## config.mk

```make
export PLATFORM = sky130hd
export DESIGN_NAME = msx_mouse_port_flat
export DESIGN_NICKNAME = d
export VERILOG_FILES = /design/src/rtl/msx_mouse_port_pkg.sv /design/src/rtl/msx_mouse_port_if.sv /design/src/rtl/msx_mouse_port_strobe_sync.sv /design/src/rtl/msx_mouse_port.sv /design/src/flat_wrapper.sv
export SDC_FILE = /design/constraint.sdc
export NUM_CORES = 1
export LEC_CHECK = 0
export ABC_AREA = 1
export CAP_MARGIN = 20
export CORE_MARGIN = 8
export CORE_UTILIZATION = 51
export CTS_CLUSTER_SIZE = 24
export DETAILED_ROUTE_END_ITERATION = 6
export HOLD_SLACK_MARGIN = 0.06
export PLACE_DENSITY = 0.82
export SKIP_CTS_REPAIR_TIMING = 1
export SLEW_MARGIN = 20
export SYNTH_ARGS = -nofsm -noshare
export SYNTH_HDL_FRONTEND = slang
export SYNTH_SLANG_ARGS = --single-unit
```

## constraint.sdc

```tcl
create_clock -name clk_sys -period 7.9 [get_ports clk_sys]
set_input_delay 1.58 -clock clk_sys [delete_from_list [all_inputs] [get_ports clk_sys]]
set_output_delay 1.58 -clock clk_sys [all_outputs]
set_load 0.005 [all_outputs]
```

## src/rtl/msx_mouse_port_pkg.sv

```systemverilog
// msx_mouse_pkg: shared types, limits and saturation helper for the MSX mouse port.
// Provides phase_t (nibble phase), acc_t (10-bit signed motion accumulator),
// ACC_MAX/ACC_MIN saturation limits, ACCEL_THRESH and sat8().
package msx_mouse_pkg;

    typedef enum logic [1:0] {P_XH, P_XL, P_YH, P_YL} phase_t;

    typedef logic signed [9:0] acc_t;

    localparam acc_t ACC_MAX      = 10'sd127;
    localparam acc_t ACC_MIN      = -10'sd128;
    localparam acc_t ACCEL_THRESH = 10'sd8;

    function automatic acc_t sat8(acc_t a);
        return a > ACC_MAX ? ACC_MAX : a < ACC_MIN ? ACC_MIN : a;
    endfunction

endpackage

```

## src/rtl/msx_mouse_port_if.sv

```systemverilog
// msx_mouse_port_if: bus between the HPS mouse source / MSX port and msx_mouse_port.
// ps2_mouse[24:0] packet (toggle, dy, dx, status), strobe (MSX pin 8),
// data[5:0] nibble plus active-low buttons, active (packet accepted pulse).
interface msx_mouse_port_if;

    logic [24:0] ps2_mouse;
    logic        strobe;
    logic [5:0]  data;
    logic        active;

    modport master (output ps2_mouse, strobe, input data, active);
    modport slave  (input ps2_mouse, strobe, output data, active);

endinterface

```

## src/rtl/msx_mouse_port_strobe_sync.sv

```systemverilog
// msx_strobe_sync: brings the asynchronous MSX strobe into clk_sys and pulses on either edge.
// Ports: clk_sys, reset_n (async active-low), strobe (async pin), evt (1-cycle pulse,
// registered, three clk_sys after the pin changes).
module msx_strobe_sync (
    input  logic clk_sys,
    input  logic reset_n,
    input  logic strobe,
    output logic evt
);

    logic [2:0] s;

    always_ff @(posedge clk_sys or negedge reset_n) begin
        if (!reset_n) begin
            s   <= '0;
            evt <= 1'b0;
        end else begin
            s   <= {s[1:0], strobe};
            evt <= s[1] ^ s[2];
        end
    end

endmodule

```

## src/rtl/msx_mouse_port.sv

```systemverilog
// msx_mouse_port: turns hps_io ps2_mouse packets into the MSX nibble-serial mouse protocol.
// Ports: clk_sys, reset_n (async active-low), bus (msx_mouse_port_if.slave:
// ps2_mouse/strobe in, data/active out).
// Parameters: CLK_HZ (clk_sys in Hz), TIMEOUT_US (strobe-idle time before the read restarts).
// Optional: define MSX_MOUSE_ACCEL_EN to double packet deltas whose magnitude exceeds 8.
module msx_mouse_port
    import msx_mouse_pkg::*;
#(
    parameter int CLK_HZ     = 21477270,
    parameter int TIMEOUT_US = 1500
) (
    input logic               clk_sys,
    input logic               reset_n,
    msx_mouse_port_if.slave   bus
);

    localparam int TIMEOUT_CYC = CLK_HZ / 1_000_000 * TIMEOUT_US;
    localparam int TW          = $clog2(TIMEOUT_CYC + 1);

`ifdef MSX_MOUSE_ACCEL_EN
    // Doubled deltas are clamped to the 9-bit input range; with the accumulator
    // already inside [-128,127] this cannot change the saturated result but
    // keeps the sum inside 10 bits.
    function automatic acc_t shape(acc_t d);
        acc_t m;
        m = (d > ACCEL_THRESH || d < -ACCEL_THRESH) ? d <<< 1 : d;
        return m > acc_t'(255) ? acc_t'(255) : m < acc_t'(-256) ? acc_t'(-256) : m;
    endfunction
`else
    function automatic acc_t shape(acc_t d);
        return d;
    endfunction
`endif

    logic          evt, pkt, latch, tout, tog_q;
    logic [1:0]    btn;
    logic [7:0]    lat_x, lat_y;
    logic [3:0]    nib;
    logic [TW-1:0] timer;
    phase_t        phase;
    acc_t          acc_x, acc_y, dx_d, dy_d, base_x, base_y, nx, ny;

    msx_strobe_sync u_sync (
        .clk_sys (clk_sys),
        .reset_n (reset_n),
        .strobe  (bus.strobe),
        .evt     (evt)
    );

    assign pkt    = bus.ps2_mouse[24] ^ tog_q;
    assign tout   = timer == TW'(TIMEOUT_CYC);
    assign latch  = evt && (phase == P_YL || tout);
    assign dx_d   = shape(acc_t'($signed({bus.ps2_mouse[4], bus.ps2_mouse[15:8]})));
    assign dy_d   = shape(acc_t'($signed({bus.ps2_mouse[5], bus.ps2_mouse[23:16]})));
    // A latch hands the whole accumulator to the reader, so a packet arriving in
    // the same cycle starts from zero and nothing is dropped.
    assign base_x = latch ? '0 : acc_x;
    assign base_y = latch ? '0 : acc_y;
    // PS/2 up is positive, MSX down is positive: Y is subtracted.
    assign nx     = pkt ? sat8(base_x + dx_d) : base_x;
    assign ny     = pkt ? sat8(base_y - dy_d) : base_y;
    assign nib    = phase == P_XH ? lat_x[7:4] :
                    phase == P_XL ? lat_x[3:0] :
                    phase == P_YH ? lat_y[7:4] : lat_y[3:0];

    always_ff @(posedge clk_sys or negedge reset_n) begin
        if (!reset_n) begin
            tog_q      <= 1'b0;
            acc_x      <= '0;
            acc_y      <= '0;
            lat_x      <= '0;
            lat_y      <= '0;
            phase      <= P_XH;
            timer      <= '0;
            btn        <= '0;
            bus.data   <= 6'b111111;
            bus.active <= 1'b0;
        end else begin
            tog_q      <= bus.ps2_mouse[24];
            bus.active <= pkt;
            acc_x      <= nx;
            acc_y      <= ny;
            if (pkt)
                btn <= bus.ps2_mouse[1:0];
            if (latch) begin
                lat_x <= -acc_x[7:0];
                lat_y <= -acc_y[7:0];
            end
            timer    <= evt ? '0 : tout ? timer : timer + 1'b1;
            // Timeout parks the phase at P_YL so the next strobe latches fresh data.
            phase    <= latch ? P_XH : evt ? phase_t'(phase + 2'd1) : tout ? P_YL : phase;
            bus.data <= {~btn, nib};
        end
    end

endmodule

```

## src/flat_wrapper.sv

```systemverilog
// flat-port wrapper written by rule: the top's interface ports become plain ports
module msx_mouse_port_flat import msx_mouse_pkg::*;
#(
    parameter int CLK_HZ     = 21477270,
    parameter int TIMEOUT_US = 1500
)
  (clk_sys, reset_n, bus_ps2_mouse, bus_strobe, bus_data, bus_active);
  msx_mouse_port_if bus_i ();
  input logic clk_sys;
  input logic reset_n;
  input wire logic [$bits(bus_i.ps2_mouse)-1:0] bus_ps2_mouse;
  input wire logic [$bits(bus_i.strobe)-1:0] bus_strobe;
  output wire logic [$bits(bus_i.data)-1:0] bus_data;
  output wire logic [$bits(bus_i.active)-1:0] bus_active;
  assign bus_i.ps2_mouse = bus_ps2_mouse;
  assign bus_i.strobe = bus_strobe;
  assign bus_data = bus_i.data;
  assign bus_active = bus_i.active;
  msx_mouse_port #(.CLK_HZ(CLK_HZ), .TIMEOUT_US(TIMEOUT_US)) u_core (.clk_sys(clk_sys), .reset_n(reset_n), .bus(bus_i));
endmodule
```

==> impl_metrics.json, run 1 <==
{
  "coreArea_mm2": 0.00818,
  "timing.fmax_mhz": 223,
  "worst_slew_pin_slew_ns": 0.818,
  "finalHoldViolCount": 0,
  "cts_root_buf": "clkbuf_8",
  "yosysWarnings": 0,
  "cts_tree": "done",
  "synthSimpleGateAreaFrac_pct": 24.2,
  "ys_ff_latch": 67,
  "finClkSkew_ns": 0.0126,
  "synthFlopType": "dfrtp_1",
  "yosys-top-cells-count": "nand2_1, inv_1, nor2_1",
  "num_vias": 3569,
  "worst-path-buf-inv": 4,
  "cp_data_required_time_ns": 8.17,
  "whs_ns": 0.358,
  "synthXorXnorAreaFrac_pct": 4.09,
  "crit_path_max_incr_delay_ns": 0.50,
  "initial_core_util_pct": 52.3,
  "areaGrowthSynthToFinish_pct": 13.5,
  "grt_start_max_net_pins": 68,
  "synth_most_common_cell": "nand2_1",
  "setup_tns_ns": 0,
  "crit_path_cell_trace": "inv_1 -> ha_1 -> nand3_1 -> nor2_1 -> nand2_1 -> nand2_1 -> nand2_2 -> inv_2 -> nor2_1 -> ha_1 -> a21oi_1 -> o21ai_0 -> nand2_1 -> nand3_1 -> inv_1 -> nand3_2 -> nand2_1 -> nand2_1 -> ha_1 -> inv_1 -> o21ai_0 -> a21oi_1 -> nor2_1 -> a21oi_1",
  "wl_per_cell_um": 12.1,
  "antenna_found_initial": 0,
  "slew_headroom_pct": 45.5,
  "drv_cap": 0,
  "placed_area_mm2": 0.00465,
  "h-tree-depth": 3,
  "globalplace.congestion": 0.906,
  "crit_path_top_delay_cell": "inv_2",
  "setup_ws_ns": 3.42,
  "drive_gt1_share_pct": 8.49,
  "synth_cell_types": 33,
  "dpl_worst_slack_ns": 3.49,
  "status": "complete, no violations",
  "synth_compound_area_share_pct": 13.3,
  "n_fill_cell": 739,
  "drc": 0,
  "routed_wirelength_mm": 8.52,
  "design.die.area_mm2": 0.0116,
  "synthAdderAreaFrac_pct": 9.12,
  "synthMuxAreaShare_pct": 0,
  "clk_pin_slew_ns": 0.08,
  "cts_buffer_depth": 2,
  "port_buffers": 30,
  "crit_family": "simple AND/OR/NAND/NOR gates",
  "instances_no_fill": 706,
  "dieHeight_um": 108,
  "power_density_mw_per_mm2": 389,
  "clock_sinks": 67,
  "setup_viol": 0,
  "antenna_left": 0,
  "peakVddDrop_v": 0.000262,
  "worst_hold_path_type": "reg -> reg",
  "drt_iter0_drc": 171,
  "syn_area_mm2": 0.00428,
  "grt_util_all_layers_pct": 16.2,
  "final_cell_area_mm2": 0.00486,
  "avgSynthCellArea_um2": 7.57,
  "synth_top_family_by_area": "simple AND/OR/NAND/NOR gates",
  "ys_seq_area_share_pct": 39.4,
  "rsz0062_at_grt": "false",
  "synthArstFlopShare_pct": 100,
  "synth_top_area_share_pct": 35.7,
  "grt_pass1_wl_mm": 15.4,
  "p_leak_nw": 2.47,
  "slew_viol_final": 0,
  "endpoint_kind": "flip-flop",
  "synth_top_cells_by_area": "dfrtp_1, nand2_1, ha_1",
  "firstDrtPassIters": 4,
  "min_period_over_period_pct": 56.7,
  "grt-ovfl-total": 0,
  "crit_top_cell": "nand2_1",
  "final_core_util_pct": 59.4,
  "viasPerCell": 5.06,
  "yosysTopAreaCell": "dfrtp_1",
  "io_pins": 35,
  "start_kind": "flip-flop",
  "grt_pass1_vias": 3577,
  "syn_inst": 565,
  "synth-edff-count": 0,
  "clk_latency_ns": 0.36,
  "path_class": "reg -> reg",
  "die_width_um": 108,
  "critical_path_arrival_ns": 4.76,
  "total_power_mw": 1.89,
  "dp.cells": 690,
  "final_net_count": 654,
  "period_needed_ns": 4.48,
  "antennaDiodeCount": 0,
  "synth_nets": 623,
  "hpwl_mm": 6.32,
  "cts_made_buffers": 9,
  "cp_max_fo": 39,
  "core.rowCount": 33
}
metal layers:
| layer | GRT usage (%) | vias up | wire length [um] |
|---|---|---|---|
| met5 | 0 | - | 0 |
| met4 | 6.05 | 0 | 153 |
| met3 | 4.31 | 10 | 295 |
| met2 | 28.3 | 45 | 4270 |
| met1 | 18.4 | 1659 | 3810 |
| li1 | - | 1855 | - |
worst paths after layout:
check	startpoint	endpoint	slack, ns	cells past startpoint
max in group asynchronous	reset_n	u_core.acc_y[9]	5.95	2
min	u_core.u_sync.s[0]	u_core.u_sync.s[1]	0.36	0
min reg2reg	u_core.u_sync.s[0]	u_core.u_sync.s[1]	0.36	0
max	u_core.timer[0]	u_core.acc_y[4]	3.42	24
min in group asynchronous	reset_n	u_core.timer[7]	1.40	2
max reg2reg	u_core.timer[0]	u_core.acc_y[4]	3.42	24
area by class of cell:
cell class                 instances  area [um^2]  share of cell area (%)
sequential                        67         1680                    34.7
multi-input combinational        390         2170                    44.7
clock inverter                     6         65.1                    1.34
clock buffer                      10          138                    2.83
tap                              105          131                    2.71
timing repair buffer              31          303                    6.24
inverter                          97          364                    7.50
flip-flops by register name, summed over array words and instances, names as in the netlist:
name	flops
u_core.timer	15
u_core.acc_x	10
u_core.acc_y	10
u_core.lat_x	8
u_core.lat_y	8
u_core.bus.data	6
u_core.u_sync.s	3
u_core.btn	2
u_core.phase	2
u_core.bus.active	1
u_core.tog_q	1
u_core.u_sync.evt	1
report_power, final:
group | internal, mW | switching, mW
registers | 0.465 | 0.0620
clock network | 0.154 | 0.133
logic | 0.400 | 0.675
total | 1.02 | 0.870
cell usage in the layout, fill, tap and decap left out, drive strengths merged, types with 5 or more instances in the layout:
cell / n
nand3: 27
dfstp: 6
a21oi: 50
clkbuf: 10
inv: 96
xor2: 19
clkinv: 5
nor2: 68
dfrtp: 61
o21ai: 48
clkdlybuf4s50: 29
a31oi: 7
ha: 28
nand2: 119
nor3: 13
kinds of logic (layout without fill, tap and decap cells):
logic type	Yosys count	in the layout
flip-flops	67	67
adder cells (fa/ha/maj)	30	30
buffers and inverters	108	144
AO/OA/AOI/OAI	108	108
AND/OR/NAND/NOR	232	232
XOR/XNOR	20	20
(Power assumes the default switching activity.)
==> run 2: changes to the inputs <==
clock period = 4.45 ns   (was 7.9 ns; I/O delays follow)
==> run 2 against run 1 <==
Compared with the run above: combinational power is 78% higher; largest power group unchanged; cell count is 0.14% higher; critical path depth is 1 lower; first-iteration DRC count is 16% higher; via count hardly changed; wire length is 0.55% higher; clock power is 90% higher; clock-buffer cell count is 4 higher.
==> impl_metrics.json, run 2 (synthesis gave the netlist of run 1 again) <==
{
  "status": "complete, no violations",
  "initial_core_util_pct": 52.3,
  "setup_tns_ns": 0,
  "cts_made_buffers": 9,
  "cts_root_buf": "clkbuf_8",
  "final_cell_area_mm2": 0.00488,
  "clk_latency_ns": 0.34,
  "final_cell_mix": "nand2_1, inv_1, nor2_1",
  "rsz0062_at_grt": "false",
  "dp.cells": 691,
  "final_core_util_pct": 59.6,
  "clk_pin_slew_ns": 0.07,
  "peakVddDrop_v": 0.000481,
  "final_net_count": 655,
  "drv_cap": 0,
  "timing.fmax_mhz": 260,
  "slew_viol_final": 0,
  "final_common_cell": "nand2_1",
  "finalHoldViolCount": 0,
  "viasPerCell": 5.05,
  "wl_per_cell_um": 12.1,
  "port_buffers": 30,
  "slew_headroom_pct": 52.7,
  "cp_data_required_time_ns": 4.71,
  "routed_wirelength_mm": 8.57,
  "grt_pass1_wl_mm": 15.2,
  "total_power_mw": 3.38,
  "crit_family": "simple AND/OR/NAND/NOR gates",
  "crit_path_max_incr_delay_ns": 0.39,
  "instances_no_fill": 707,
  "dieHeight_um": 108,
  "worst_hold_path_type": "reg -> reg",
  "cp_max_fo": 21,
  "largest-register": "u_core.timer",
  "crit_top_cell": "nand2_1",
  "critical_path_arrival_ns": 4.10,
  "areaGrowthSynthToFinish_pct": 13.9,
  "met3_wirelength_um": 328,
  "io_pins": 35,
  "die_width_um": 108,
  "antenna_found_initial": 0,
  "coreArea_mm2": 0.00818,
  "crit_path_cell_trace": "inv_1 -> ha_1 -> nand3_1 -> nor2_1 -> nand2_1 -> nand2_1 -> nand2_2 -> inv_2 -> nor2_1 -> ha_1 -> inv_1 -> nor3_1 -> o21ai_0 -> nand3_1 -> nand3_2 -> nand2_1 -> nand2_1 -> ha_1 -> inv_1 -> o21ai_0 -> a21oi_1 -> nor2_1 -> a21oi_1",
  "placed_area_mm2": 0.00466,
  "path_class": "reg -> reg",
  "highest_layer": "met4",
  "worst_slew_pin_slew_ns": 0.706,
  "largestRegisters": "u_core.timer x15, u_core.acc_x x10, u_core.acc_y x10",
  "clock_sinks": 67,
  "finClkSkew_ns": 0.0107,
  "drive_gt1_share_pct": 7.97,
  "power_density_mw_per_mm2": 694,
  "grt_start_max_net_pins": 46,
  "drc": 0,
  "hpwl_mm": 6.43,
  "p_leak_nw": 2.48,
  "min_period_over_period_pct": 86.4,
  "h-tree-depth": 3,
  "dr_wl_met2_mm": 4.28,
  "worst-path-buf-inv": 4,
  "n_fill_cell": 735,
  "grt_util_all_layers_pct": 15.9,
  "crit_path_top_delay_cell": "dfrtp_1",
  "num_vias": 3567,
  "grt-ovfl-total": 0,
  "globalplace.congestion": 0.894,
  "core.rowCount": 33,
  "antenna_left": 0,
  "grt_pass1_vias": 3520,
  "drt_iter0_drc": 198,
  "antennaDiodeCount": 0,
  "start_kind": "flip-flop",
  "period_needed_ns": 3.84,
  "met1_length_mm": 3.86,
  "setup_viol": 0,
  "endpoint_kind": "flip-flop",
  "cts_tree": "done",
  "cts_buffer_depth": 2,
  "firstDrtPassIters": 5,
  "design.die.area_mm2": 0.0116,
  "largest_register_ffs": 15
}
## run 2: cell count changes in the layout (fill, tap and decap cells not counted), sizes merged
cell	delta
bufinv	+1
clkbuf	+4
buf	+1
clkinvlp	-1
clkinv	-4
## run 2: worst reg2reg max path, stage by stage, from the launching register on
cell and delay (ns):
dfrtp_1 0.39, inv_1 0.13, ha_1 0.20, nand3_1 0.08, nor2_1 0.14, nand2_1 0.07, nand2_1 0.06, nand2_2 0.06
inv_2 0.31, nor2_1 0.15, ha_1 0.34, inv_1 0.08, nor3_1 0.23, o21ai_0 0.14, nand3_1 0.14, nand3_2 0.12
nand2_1 0.12, nand2_1 0.07, ha_1 0.36, inv_1 0.15, o21ai_0 0.09, a21oi_1 0.13, nor2_1 0.05, a21oi_1 0.15
## run 2: power breakdown
part           switching, mW  internal [mW]
combinational           1.19          0.712
sequential             0.113          0.827
clock                  0.212          0.332
total                   1.51           1.87
## run 2: worst paths after layout
| check | to | slack (ns) | from | cells past startpoint |
|---|---|---|---|---|
| min in group asynchronous | u_core.timer[6] | 0.53 | reset_n | 1 |
| worst min register to register | u_core.u_sync.s[1] | 0.35 | u_core.u_sync.s[0] | 0 |
| worst max register to register | u_core.acc_x[4] | 0.61 | u_core.timer[0] | 23 |
| worst min-delay path | u_core.u_sync.s[1] | 0.35 | u_core.u_sync.s[0] | 0 |
| max in group asynchronous | u_core.bus.data[5] | 3.14 | reset_n | 2 |
| worst max-delay path | u_core.acc_x[4] | 0.61 | u_core.timer[0] | 23 |
## run 2: metrics by stage
| stage | setup slack (ns) | hold slack, ns |
|---|---|---|
| floorplan | 1.10 | 0.331 |
| finish | 0.606 | 0.347 |
| global placement | 0.705 | 0.338 |
| global route | 0.139 | 0.366 |
| detailed placement | 0.654 | 0.338 |
| CTS | 0.609 | 0.353 |
## run 2: per-layer routing
metal	GRT usage, %	up-vias
li1	-	1854
met1	18.9	1619
met2	27.5	85
met3	3.65	9
met4	5.55	0
met5	0	-
## run 2: final cells by class
cell class              instances  area [um^2]  area share [%]
clock inverters                 2         60.1            1.23
flip-flops and latches         67         1680            34.5
inverters                      97          364            7.47
well taps                     105          131            2.69
repair buffers                 32          313            6.42
multi-input cells             390         2170            44.5
clock buffers                  14          153            3.13
==> run 3: changes to the inputs <==
CELL_PAD_IN_SITES_DETAIL_PLACEMENT = 1   (was not set)
CELL_PAD_IN_SITES_GLOBAL_PLACEMENT = 1   (was not set)
CORE_UTILIZATION = 43   (was 51)
PLACE_DENSITY = 0.91   (was 0.82)
==> run 3 against run 2 <==
Compared with the run above: first-iteration DRC count is 31% lower; sequential share of layout area is 0.42 points lower; wire length is 21% higher; hold slack better by 0.012 ns; combinational power is 4% higher; register-to-register slack worse by 0.15 ns; non-clock buffer count stayed put; clock power is 12% higher.
==> impl_metrics.json, run 3 (synthesis gave the netlist of run 1 again) <==
{
  "largest_register_ffs": 15,
  "initial_core_util_pct": 44.0,
  "cp_data_required_time_ns": 4.72,
  "clk_latency_ns": 0.35,
  "slew_headroom_pct": 51.9,
  "hpwl_mm": 7.94,
  "h-tree-depth": 3,
  "drt_iter0_drc": 137,
  "antenna_left": 0,
  "dr_wl_met2_mm": 5.36,
  "design.die.area_mm2": 0.0134,
  "period_needed_ns": 4.00,
  "drv_cap": 0,
  "num_vias": 3653,
  "seq_area_mm2": 0.00168,
  "cts_root_buf": "clkbuf_8",
  "areaGrowthSynthToFinish_pct": 15.4,
  "power_density_mw_per_mm2": 717,
  "min_period_over_period_pct": 89.8,
  "endpoint_kind": "flip-flop",
  "grt_pass1_wl_mm": 18.3,
  "final_net_count": 655,
  "crit_family": "simple AND/OR/NAND/NOR gates",
  "peakVddDrop_v": 0.000324,
  "final_cell_mix": "nand2_1, inv_1, nor2_1",
  "met1_length_mm": 4.75,
  "finalHoldViolCount": 0,
  "drive_gt1_share_pct": 8.64,
  "status": "complete, no violations",
  "setup_viol": 0,
  "worst_slew_pin_slew_ns": 0.717,
  "clk_pin_slew_ns": 0.07,
  "grt-ovfl-total": 0,
  "io_pins": 35,
  "die_width_um": 116,
  "rsz0062_at_grt": "false",
  "cts_made_buffers": 9,
  "wl_per_cell_um": 14.1,
  "n_fill_cell": 1261,
  "crit_path_cell_trace": "inv_1 -> ha_1 -> nand3_1 -> nor2_1 -> nand2_1 -> nand2_1 -> nand2_2 -> inv_2 -> nor2_1 -> ha_1 -> inv_1 -> nor3_1 -> o21ai_0 -> nand3_1 -> nand3_2 -> nand2_1 -> nand2_1 -> ha_1 -> inv_1 -> o21ai_0 -> a21oi_1 -> nor2_1 -> a21oi_1",
  "crit_path_top_delay_cell": "dfrtp_1",
  "grt_util_all_layers_pct": 16.9,
  "finClkSkew_ns": 0.00860,
  "worst-path-buf-inv": 4,
  "setup_tns_ns": 0,
  "grt_pass1_vias": 4020,
  "slew_viol_final": 0,
  "largest-register": "u_core.timer",
  "highest_layer": "met4",
  "routed_wirelength_mm": 10.3,
  "firstDrtPassIters": 4,
  "coreArea_mm2": 0.00973,
  "crit_top_cell": "nand2_1",
  "cts_tree": "done",
  "path_class": "reg -> reg",
  "globalplace.congestion": 0.825,
  "p_leak_nw": 2.50,
  "antennaDiodeCount": 0,
  "multiInputGateArea_mm2": 0.00217,
  "viasPerCell": 4.97,
  "port_buffers": 30,
  "whs_ns": 0.359,
  "cts_buffer_depth": 2,
  "cp_max_fo": 21,
  "crit_path_max_incr_delay_ns": 0.40,
  "final_common_cell": "nand2_1",
  "met3_wirelength_um": 161,
  "grt_start_max_net_pins": 52,
  "timing.fmax_mhz": 250,
  "antenna_found_initial": 0,
  "largestRegisters": "u_core.timer x15, u_core.acc_x x10, u_core.acc_y x10",
  "clock_sinks": 67,
  "start_kind": "flip-flop",
  "core.rowCount": 36,
  "critical_path_arrival_ns": 4.26,
  "drc": 0,
  "worst_hold_path_type": "reg -> reg",
  "dieHeight_um": 116
}
[run 3: cell type report]
class	count	share of cell area, %
clock buffer	9	2.51
clock inverter	7	2.36
inverter	97	7.38
multi-input combinational	390	44.0
sequential	67	34.1
tap	133	3.37
timing repair buffer	32	6.29
[run 3: worst paths after layout]
check / startpoint / to / slack, ns / cells past startpoint
worst max register to register: u_core.timer[0] / u_core.acc_x[4] / 0.45 / 23
max in group asynchronous: reset_n / u_core.lat_x[2] / 3.06 / 2
worst max-delay path: u_core.timer[0] / u_core.acc_x[4] / 0.45 / 23
worst min register to register: u_core.u_sync.s[0] / u_core.u_sync.s[1] / 0.36 / 0
min in group asynchronous: reset_n / u_core.acc_y[7] / 0.45 / 1
worst min-delay path: u_core.u_sync.s[0] / u_core.u_sync.s[1] / 0.36 / 0
[run 3: through the flow]
| stage | instances | worst slack (ns) | utilization [%] | power, mW | cell area [um^2] |
|---|---|---|---|---|---|
| 2_1_floorplan | 565 | 1.10 | - | 2.41 | 4280 |
| 3_3_place_gp | 719 | 0.662 | 48.3 | 2.79 | 4700 |
| 3_5_place_dp | 719 | 0.488 | 48.3 | 2.92 | 4700 |
| 4_1_cts | 735 | 0.443 | 50.7 | 3.56 | 4940 |
| 5_1_grt | 735 | 0.0432 | 50.7 | 3.90 | 4940 |
| 6_report | 735 | 0.452 | 50.7 | 3.54 | 4940 |
[run 3: power breakdown]
| part | switching (mW) | leakage (nW) | internal, mW |
|---|---|---|---|
| Combinational | 1.27 | 1.56 | 0.713 |
| Clock | 0.239 | 0.119 | 0.371 |
| Sequential | 0.122 | 0.819 | 0.826 |
[run 3: layer usage]
metal / GRT usage [%] / vias to the layer above
li1: - / 1864
met1: 19.8 / 1752
met2: 30.9 / 28
met3: 2.19 / 9
met4: 5.88 / 0
met5: 0 / -
